`src/rtl/tone_decoder.sv`:
```
// tone_decoder: measures the period of the left-channel tone pulled from the
// Audio_Controller read handshake, averages NUM_PER periods and matches the
// average against the 24 chromatic note periods (C3..B4) of the tone generator.
// TBL_SHIFT right-shifts the note table so a scaled-down tone set can be used;
// at its default of 0 the table holds the real CLOCK_50 periods.
module tone_decoder #(
    parameter logic signed [31:0] HYST       = 32'sd8388608,
    parameter logic [18:0]        MIN_PERIOD = 19'd50000,
    parameter logic [18:0]        MAX_PERIOD = 19'd524287,
    parameter int unsigned        NUM_PER    = 4,
    parameter int unsigned        TOL_SHIFT  = 6,
    parameter int unsigned        TBL_SHIFT  = 0
) (
    input  logic        CLOCK_50,
    input  logic        resetn,
    input  logic        audio_in_available,
    input  logic [31:0] left_channel_audio_in,
    output logic        read_audio_in,
    output logic [4:0]  note_idx,
    output logic        note_valid,
    output logic        note_strobe,
    output logic [18:0] period_avg
);

    localparam int unsigned NP_LOG = $clog2(NUM_PER);
    localparam int unsigned ACC_W  = 19 + NP_LOG;
    localparam int unsigned CNT_W  = NP_LOG + 1;

    typedef enum logic [1:0] {
        D_IDLE,
        D_SEARCH,
        D_DONE
    } state_t;

    state_t             state_q, state_d;
    logic               rd_q, rd_d;
    logic               hi_q, hi_d;
    logic [18:0]        cyc_q, cyc_d;
    logic               armed_q, armed_d;
    logic [ACC_W-1:0]   acc_q, acc_d;
    logic [CNT_W-1:0]   cnt_q, cnt_d;
    logic [4:0]         idx_q, idx_d;
    logic [18:0]        best_diff_q, best_diff_d;
    logic [4:0]         best_idx_q, best_idx_d;
    logic [18:0]        period_avg_q, period_avg_d;
    logic [4:0]         note_idx_q, note_idx_d;
    logic               note_valid_q, note_valid_d;
    logic               strobe_q, strobe_d;

    logic signed [31:0] sample_s;
    logic               cap;
    logic               rise;
    logic               silent;
    logic               batch_done;
    logic [ACC_W-1:0]   acc_sum;
    logic [CNT_W-1:0]   cnt_inc;
    logic [18:0]        batch_avg;
    logic [18:0]        p_cur;
    logic [18:0]        diff;

    // Note periods in CLOCK_50 cycles: 2*(generator half-count+1).
    function automatic logic [18:0] period_of(input logic [4:0] i);
        logic [18:0] p;
        case (i)
            5'd0:    p = 19'd380162;
            5'd1:    p = 19'd360260;
            5'd2:    p = 19'd340138;
            5'd3:    p = 19'd320918;
            5'd4:    p = 19'd303032;
            5'd5:    p = 19'd286008;
            5'd6:    p = 19'd270272;
            5'd7:    p = 19'd255104;
            5'd8:    p = 19'd240964;
            5'd9:    p = 19'd227274;
            5'd10:   p = 19'd214582;
            5'd11:   p = 19'd202430;
            5'd12:   p = 19'd190478;
            5'd13:   p = 19'd180356;
            5'd14:   p = 19'd170942;
            5'd15:   p = 19'd160582;
            5'd16:   p = 19'd151518;
            5'd17:   p = 19'd143290;
            5'd18:   p = 19'd135136;
            5'd19:   p = 19'd127448;
            5'd20:   p = 19'd120482;
            5'd21:   p = 19'd113638;
            5'd22:   p = 19'd107198;
            5'd23:   p = 19'd101170;
            default: p = '0;
        endcase
        return p >> TBL_SHIFT;
    endfunction

    assign sample_s  = left_channel_audio_in;
    assign cap       = audio_in_available & ~rd_q;
    assign rise      = cap & ~hi_q & (sample_s > HYST);
    assign silent    = (cyc_q == MAX_PERIOD);
    assign acc_sum   = acc_q + ACC_W'(cyc_q);
    assign cnt_inc   = cnt_q + CNT_W'(1);
    assign batch_avg = 19'(acc_sum >> NP_LOG);
    assign p_cur     = period_of(idx_q);
    assign diff      = (period_avg_q >= p_cur) ? (period_avg_q - p_cur) : (p_cur - period_avg_q);

    // Handshake, Schmitt trigger, cycle counter and period accumulation.
    always_comb begin
        rd_d       = audio_in_available & ~rd_q;
        hi_d       = hi_q;
        cyc_d      = silent ? cyc_q : cyc_q + 19'd1;
        armed_d    = armed_q;
        acc_d      = acc_q;
        cnt_d      = cnt_q;
        batch_done = 1'b0;

        if (cap) begin
            if (!hi_q && (sample_s > HYST)) begin
                hi_d = 1'b1;
            end else if (hi_q && (sample_s < -HYST)) begin
                hi_d = 1'b0;
            end
        end

        if (silent) begin
            armed_d = 1'b0;
            acc_d   = '0;
            cnt_d   = '0;
        end

        if (rise) begin
            cyc_d = '0;
            // A rise landing on the saturated count is the first edge after silence.
            if (!armed_q || silent) begin
                armed_d = 1'b1;
                acc_d   = '0;
                cnt_d   = '0;
            end else if (cyc_q < MIN_PERIOD) begin
                acc_d = '0;
                cnt_d = '0;
            end else if (cnt_inc == CNT_W'(NUM_PER)) begin
                batch_done = 1'b1;
                acc_d      = '0;
                cnt_d      = '0;
            end else begin
                acc_d = acc_sum;
                cnt_d = cnt_inc;
            end
        end
    end

    // Decode FSM: linear nearest-period search over the table, then report.
    always_comb begin
        state_d      = state_q;
        idx_d        = idx_q;
        best_diff_d  = best_diff_q;
        best_idx_d   = best_idx_q;
        period_avg_d = period_avg_q;
        note_idx_d   = note_idx_q;
        note_valid_d = note_valid_q;
        strobe_d     = 1'b0;

        case (state_q)
            D_IDLE: begin
                if (batch_done) begin
                    period_avg_d = batch_avg;
                    idx_d        = '0;
                    state_d      = D_SEARCH;
                end
            end
            D_SEARCH: begin
                if ((idx_q == 5'd0) || (diff < best_diff_q)) begin
                    best_diff_d = diff;
                    best_idx_d  = idx_q;
                end
                if (idx_q == 5'd23) begin
                    state_d = D_DONE;
                end else begin
                    idx_d = idx_q + 5'd1;
                end
            end
            D_DONE: begin
                strobe_d = 1'b1;
                if (best_diff_q <= (period_avg_q >> TOL_SHIFT)) begin
                    note_idx_d   = best_idx_q;
                    note_valid_d = 1'b1;
                end else begin
                    note_valid_d = 1'b0;
                end
                state_d = D_IDLE;
            end
            default: state_d = D_IDLE;
        endcase

        if (silent) begin
            note_valid_d = 1'b0;
        end
    end

    // State registers with synchronous active-low reset.
    always_ff @(posedge CLOCK_50) begin
        if (!resetn) begin
            state_q      <= D_IDLE;
            rd_q         <= 1'b0;
            hi_q         <= 1'b0;
            cyc_q        <= '0;
            armed_q      <= 1'b0;
            acc_q        <= '0;
            cnt_q        <= '0;
            idx_q        <= '0;
            best_diff_q  <= '0;
            best_idx_q   <= '0;
            period_avg_q <= '0;
            note_idx_q   <= '0;
            note_valid_q <= 1'b0;
            strobe_q     <= 1'b0;
        end else begin
            state_q      <= state_d;
            rd_q         <= rd_d;
            hi_q         <= hi_d;
            cyc_q        <= cyc_d;
            armed_q      <= armed_d;
            acc_q        <= acc_d;
            cnt_q        <= cnt_d;
            idx_q        <= idx_d;
            best_diff_q  <= best_diff_d;
            best_idx_q   <= best_idx_d;
            period_avg_q <= period_avg_d;
            note_idx_q   <= note_idx_d;
            note_valid_q <= note_valid_d;
            strobe_q     <= strobe_d;
        end
    end

    assign read_audio_in = rd_q;
    assign note_idx      = note_idx_q;
    assign note_valid    = note_valid_q;
    assign note_strobe   = strobe_q;
    assign period_avg    = period_avg_q;

endmodule
```
`config.mk`:
```
export PLATFORM = sky130hd
export DESIGN_NAME = tone_decoder
export DESIGN_NICKNAME = d
export VERILOG_FILES = /design/src/rtl/tone_decoder.sv
export SDC_FILE = /design/constraint.sdc
export NUM_CORES = 1
export LEC_CHECK = 0
export CORE_MARGIN = 2
export CORE_UTILIZATION = 45
export CTS_CLUSTER_SIZE = 14
export DETAILED_ROUTE_END_ITERATION = 10
export PLACE_DENSITY_LB_ADDON = 0.05
export SLEW_MARGIN = 25
export SYNTH_ARGS = -nofsm -noshare
export SYNTH_HDL_FRONTEND = slang
export SYNTH_SLANG_ARGS = --single-unit
```
`constraint.sdc`:
```
create_clock -name CLOCK_50 -period 4.7 [get_ports CLOCK_50]
set_input_delay 0.94 -clock CLOCK_50 [delete_from_list [all_inputs] [get_ports CLOCK_50]]
set_output_delay 0.94 -clock CLOCK_50 [all_outputs]
set_load 0.02 [all_outputs]
```
==> impl_metrics.env <==
export IMPL_dpl_worst_slack_ps=-134.8
export IMPL_dr_total_vias=8470
export IMPL_critical_path_peak_fanout=8
export IMPL_cts_tree="done"
export IMPL_ant_nets=0
export IMPL_drt_first_iter_violations=395
export IMPL_clock_skew_ps=12.39
export IMPL_max_cap_violations=0
export IMPL_num_antenna_cells=0
export IMPL_cpMaxStageDelayCell="or3_4"
export IMPL_power_switching_w=0.0005857
export IMPL_power_density_nw_per_um2=219.1
export IMPL_ys_ff_latch=121
export IMPL_yosysWarnings=0
export IMPL_numCtsBuffers=17
export IMPL_reg2reg_slack_ps=80
export IMPL_die_area_um2=21030
export IMPL_min_period_ps=4621
export IMPL_ys_flop_type="dfxtp_1"
export IMPL_irDropWorstVdd_mv=0.2239
export IMPL_tightest_slew_ps=971.5
export IMPL_wl_per_cell_um=17.42
export IMPL_slowest_delay_ps=380
export IMPL_ys_seq_area_frac=0.2707
export IMPL_rsz0062_at_grt="yes"
export IMPL_port_buffers=61
export IMPL_syn_nets=1275
export IMPL_dp_cells=1471
export IMPL_status="finished clean"
export IMPL_fin_ws_ps=79.05
export IMPL_first_pass_iters=4
export IMPL_grt_overflow=0
export IMPL_swShare=0.2388
export IMPL_r2r_end="best_diff_q[4]$_SDFFE_PN0P_"
export IMPL_path_common_cell="a21o_1"
export IMPL_holdBufCountCts=0
export IMPL_hold_depth=2
export IMPL_hold_path_class="register to register"
export IMPL_worst_hold_slack_ps=455.1
export IMPL_crit_required_ps=5040
export IMPL_critical_path_buf_inv_count=6
export IMPL_regArea_um2=2445
export IMPL_track_usage=0.2533
export IMPL_use_met3=0.04403
export IMPL_finalSetupViolations=0
export IMPL_worstSetupPathType="register to register"
export IMPL_combPwrFrac=0.031
export IMPL_final_cell_mix="109 x dfxtp_1, 105 x nand2_1, 98 x a21oi_1"
export IMPL_fin_crit_sh=0.9832
export IMPL_wl_um=26400
export IMPL_netlist_area_um2=8949
export IMPL_coreArea_um2=19460
export IMPL_p_int_w=0.001867
export IMPL_antenna_found_initial=0
export IMPL_io_pin_count=62
export IMPL_grt_pass1_wl_um=43160
export IMPL_viasPerCell=5.591
export IMPL_use_met1=0.3540
export IMPL_worstPathArrival_ps=4960
export IMPL_final_cells=1515
export IMPL_critPathLaunchType="register"
export IMPL_async_reset_ff_frac=0
export IMPL_syn_area_per_cell_um2=7.891
export IMPL_timing_rr_start="period_avg[1]$_SDFFE_PN0P_"
export IMPL_die_x_um=145.0
export IMPL_fmax_mhz=216.4
export IMPL_clkPwrFrac=0.549
export IMPL_cts_path_max_buffers=2
export IMPL_multi_input_area_um2=6247
export IMPL_netlist_cell_type_count=86
export IMPL_rr_worst_depth=26
export IMPL_cts_sinks=121
export IMPL_whs_endpoint="hi_q$_SDFFE_PN0P_"
export IMPL_die_h_um=145.0
export IMPL_met2_usage=0.4036
export IMPL_cts_clk_slew_worst_paths_ps=60
export IMPL_synth_enable_flop_cells=0
export IMPL_drc_errors=0
export IMPL_grt_max_degree=67
export IMPL_relSlewSlack=0.3523
export IMPL_drive_gt1_frac=0.1544
export IMPL_insertion_delay_ps=430
export IMPL_netlist_instances=1134
export IMPL_place_congestion=0.9014
export IMPL_slew_viol_final=0
export IMPL_fillCellCount=1818
export IMPL_row_count=51
export IMPL_finalNetCount=1378
export IMPL_root_buffer="clkbuf_16"
export IMPL_p_seq_frac=0.421
export IMPL_path_delay_family="compound AO/OA/AOI/OAI gates"
export IMPL_place_hpwl_um=20360
export IMPL_cp_end_kind="register"
export IMPL_p_leak_nw=4.432
export IMPL_min_delay_start="hi_q$_SDFFE_PN0P_"
export IMPL_hold_viol=0
export IMPL_grt_busiest_layer="met2"
export IMPL_area_growth_pct=25.13
export IMPL_h_tree_depth=4
export IMPL_final_common_cell="dfxtp_1"
export IMPL_initial_utilization=0.4598
export IMPL_utilization=0.5753
export IMPL_grt_pass1_vias=8204
worst max-delay path by stage:
stage	start	end	slack (ps)	depth (start not counted)
5_1_grt	period_avg[1]$_SDFFE_PN0P_	best_diff_q[4]$_SDFFE_PN0P_	-120	26
2_1_floorplan	period_avg[15]$_SDFFE_PN0P_	best_idx_q[2]$_SDFFE_PN0P_	1	21
3_3_place_gp	period_avg[1]$_SDFFE_PN0P_	best_diff_q[13]$_SDFFE_PN0P_	-60	22
4_1_cts	period_avg[1]$_SDFFE_PN0P_	best_diff_q[15]$_SDFFE_PN0P_	-40	24
6_report	period_avg[1]$_SDFFE_PN0P_	best_diff_q[4]$_SDFFE_PN0P_	80	26
3_5_place_dp	period_avg[1]$_SDFFE_PN0P_	best_diff_q[13]$_SDFFE_PN0P_	-130	23
flip-flops by register name, indices dropped and copies added (netlist names), 2 cells and up:
name         cells
acc_q           21
best_diff_q     19
best_idx_q       5
cnt_q            3
cyc_q           19
idx_q            5
note_idx         5
p_cur           18
period_avg      19
state_q          2
layer usage:
layer	routed length (µm)	share of wire
met3	984	0.037
met2	12080	0.46
met4	478	0.018
met5	0	0
met1	12860	0.49
power groups by stage:
stage	logic (W)	clock network [W]	registers (W)
floorplan	0.0000315	0	0.00105
global placement	0.0000752	0	0.00105
detailed placement	0.0000759	0	0.00105
CTS	0.0000764	0.00137	0.00103
global route	0.0000839	0.00142	0.00103
finish	0.0000755	0.00135	0.00103
cells by family after synthesis:
family                     synth area share
xor gates and xnor gates            0.04698
adders and majority gates            0.1507
and+or+nand+nor                      0.2061
buffers and inverters               0.06138
muxes                               0.02587
DFF                                  0.2707
AOI/OAI and AO/OA                    0.2383
through the flow:
stage	cell area (µm²)	total power [W]	TNS, ps
2_1_floorplan	9021	0.001085	0
3_3_place_gp	10230	0.001129	-218.0
3_5_place_dp	10230	0.001130	-786.0
4_1_cts	11000	0.002476	-177.7
5_1_grt	11200	0.002536	-1810
6_report	11200	0.002453	0
cells in the mapped netlist (4+ instances only):
master,number,share of area
a211oi_1,9,0.0075
a21o_1,17,0.014
a21oi_1,103,0.058
a22oi_1,20,0.017
a31oi_1,13,0.0091
a41oi_1,5,0.0049
and2_1,8,0.0056
and3_1,11,0.0077
buf_2,11,0.0062
clkbuf_1,38,0.016
dfxtp_1,121,0.27
ha_1,103,0.14
inv_1,82,0.034
mux2i_1,22,0.025
nand2_1,106,0.044
nand2b_1,10,0.0070
nand3_1,47,0.026
nand4_1,15,0.010
nor2_1,95,0.040
nor2b_1,9,0.0063
nor3_1,27,0.015
nor4_1,11,0.0077
o2111ai_1,5,0.0049
o211ai_1,8,0.0067
o21a_1,15,0.013
o21ai_0,40,0.022
o21bai_1,7,0.0059
o221ai_1,4,0.0039
o22ai_1,8,0.0056
o311ai_0,4,0.0039
o31ai_1,13,0.011
or2_2,7,0.0049
or3_1,10,0.0070
or4_1,5,0.0042
xnor2_1,29,0.028
xor2_1,19,0.019
repair_timing:
action | 4_1_cts | 5_1_grt
cloned | 1 | 0
pin swaps | 19 | 24
buffers inserted | 6 | 6
resized for setup | 21 | 29
setup endpoints to repair | 23 | 24
tightest hold or removal path, delay by kind of cell (launching register included):
family          cells  cell delay [ps]
flops               1              310
compound gates      1               50
simple gates        1               50
final cells by class:
class / count / share of cell area
multi-input combinational: 874 / 0.5579
sequential: 121 / 0.2183
tap: 265 / 0.02961
clock buffer: 17 / 0.03799
timing repair buffer: 138 / 0.1107
inverter: 85 / 0.02894
clock inverter: 15 / 0.01643
Power figures use the tool's default switching activity.
==> RTL change (same settings) <==
Compare `idx_q` against `5'd23` with >= in place of ==.
--- a/src/rtl/tone_decoder.sv
+++ b/src/rtl/tone_decoder.sv
@@ -170,7 +170,7 @@
                     best_diff_d = diff;
                     best_idx_d  = idx_q;
                 end
-                if (idx_q == 5'd23) begin
+                if (idx_q >= 5'd23) begin
                     state_d = D_DONE;
                 end else begin
                     idx_d = idx_q + 5'd1;
Behaviour: no difference found for any inputs over 10 cycles, from zero or initial values and one cycle with resetn low; that may be too few to reach the edited logic, so the function may still have changed.
==> RTL change against the unedited design <==
- hold slack better by 0.0028 ns
- sequential power about the same
- sequential cell count unchanged
- area after synthesis down 1.4%
- largest power group unchanged
- final area down 2.3%
- routed wire length up 1.5%
- setup slack better by 0.042 ns
- total power down 0.33%
- final cell count down 1.1%
==> RTL change: results (changes against the unedited design) <==
metric	value	unit	change
vias_per_cell	5.63		was 5.59
grt_pass1_vias	7761		was 8204
grt_use_total	26.4	%	was 25.3%
hpwlAfterDp	20400	um	about the same
hp-class	reg -> reg		unchanged
yosysSeqAreaShare	27.5	%	was 27.1%
clockBufferDepth	2		unchanged
cp_data_arrival_time	4.89	ns	was 4.96 ns
finClkSkew	0.0122	ns	was 0.0124 ns
synth_nets	1256		was 1275
grt_max_degree	51		was 67
top_layer	met4		unchanged
rr_worst_depth	23		was 26
wl_met3	1240	um	was 984 um
p_leak	4.48	nW	was 4.43 nW
placed_cell_area	10000	sq um	was 10200 sq um
min_delay_path_depth	2		unchanged
drive_gt1_share	14.2	%	was 15.4%
ant_nets	0		unchanged
diodes	0		unchanged
vdd_drop_max	0.231	mV	was 0.224 mV
drtIter0Drc	578		was 395
yosysUniqueCellTypes	81		was 86
gp_congestion	0.952		was 0.901
insertion_delay	0.42	ns	
cts.htree.levels	4		unchanged
wl_met2	11600	um	was 12100 um
synth_area_leaders	dfxtp_1, ha_1, a21oi_1		unchanged
outcome	finished, final reports clean		unchanged
yosysWarnings	0		unchanged
synthTopCellsByCount	dfxtp_1, ha_1, nor2_1, a21oi_1, nand2_1		was dfxtp_1, nand2_1, a21oi_1, ha_1, nor2_1
drt_first_pass_iters	5		was 4
largest_register_ffs	21		unchanged
cts_root_buffer	clkbuf_16		unchanged
met1_length	13400	um	was 12900 um
io_buffer_count	61		unchanged
worst-path-max-fanout	8		unchanged
routed_wirelength	26800	um	was 26400 um
clk_pin_slew	0.06	ns	about the same
top_register	acc_q		unchanged
slew_headroom	41.3	%	was 35.2%
synthArstFlopShare	0	%	unchanged
grt_pass1_wl	42300	um	was 43200 um
cts_buffers	17		unchanged
final_nets	1361		was 1378
antenna_found_initial	0		unchanged
[RTL change: cells by family (layout without fill, tap and decap cells)]
group	count (synthesis)	in the layout	share of synthesized area [%]
AOI/OAI and AO/OA	316	316	23.7
xor gates and xnor gates	52	52	5.16
adders and majority gates	106	106	15.3
buffers and inverters	142	260	6.67
DFF	121	121	27.5
muxes	17	17	1.94
and+or+nand+nor	361	361	19.8
[RTL change: per-stage QoR]
stage | utilization, % | cells | setup slack (ns)
floorplan | - | 1115 | 0.00126
global placement | 51.9 | 1459 | 0.114
detailed placement | 51.9 | 1459 | -0.0364
CTS | 55.1 | 1493 | 0.0320
global route | 56.6 | 1498 | -0.169
finish | 56.6 | 1498 | 0.121
[RTL change: final timing paths]
| path | startpoint | endpoint | slack, ns |
|---|---|---|---|
| max reg2reg | period_avg[13] | best_diff_q[17] | 0.12 |
| min | hi_q | hi_q | 0.46 |
| min reg2reg | hi_q | hi_q | 0.46 |
| max | period_avg[13] | best_diff_q[17] | 0.12 |
[RTL change: power breakdown]
part           internal [mW]  switching, mW
clock network          0.800          0.534
logic                 0.0363         0.0405
registers               1.03        0.00522
[RTL change: area by class of cell]
cell class                      instances  area, sq um
Multi-Input combinational cell        852         6060
Timing Repair Buffer                  137         1190
Clock inverter                         13          143
Clock buffer                           19          443
Tap cell                              265          332
Fill cell                            1851         8390
Sequential cell                       121         2430
Inverter                               91          347
[RTL change: worst max-delay path, stage by stage (launching register included)]
cell	delay [ns]
dfxtp_1	0.34
inv_2	0.07
ha_1	0.31
and4_4	0.21
nor4b_4	0.13
a211oi_2	0.30
o2111ai_2	0.19
buf_6	0.18
nand2_8	0.09
buf_6	0.13
buf_4	0.12
mux2i_1	0.19
o22a_1	0.21
nand2_1	0.08
xnor2_1	0.14
ha_1	0.33
nand4_1	0.11
nor2_2	0.15
nand4_1	0.14
o211ai_1	0.34
buf_4	0.21
nor3_1	0.04
and3_1	0.19
a311o_1	0.26
[RTL change: what timing repair did]
action / CTS / global route
endpoints found under the setup margin: 8 / 24
resized for setup: 4 / 50
setup buffers: 2 / 6
pin swaps: 2 / 20
hold buffers: 0 / 0
[RTL change: routing by layer]
layer / global-route usage [%] / vias up
met3: 3.74 / 35
met1: 38.2 / 3970
met4: 7.89 / 0
li1: - / 4217
met5: 0 / -
met2: 40.6 / 213
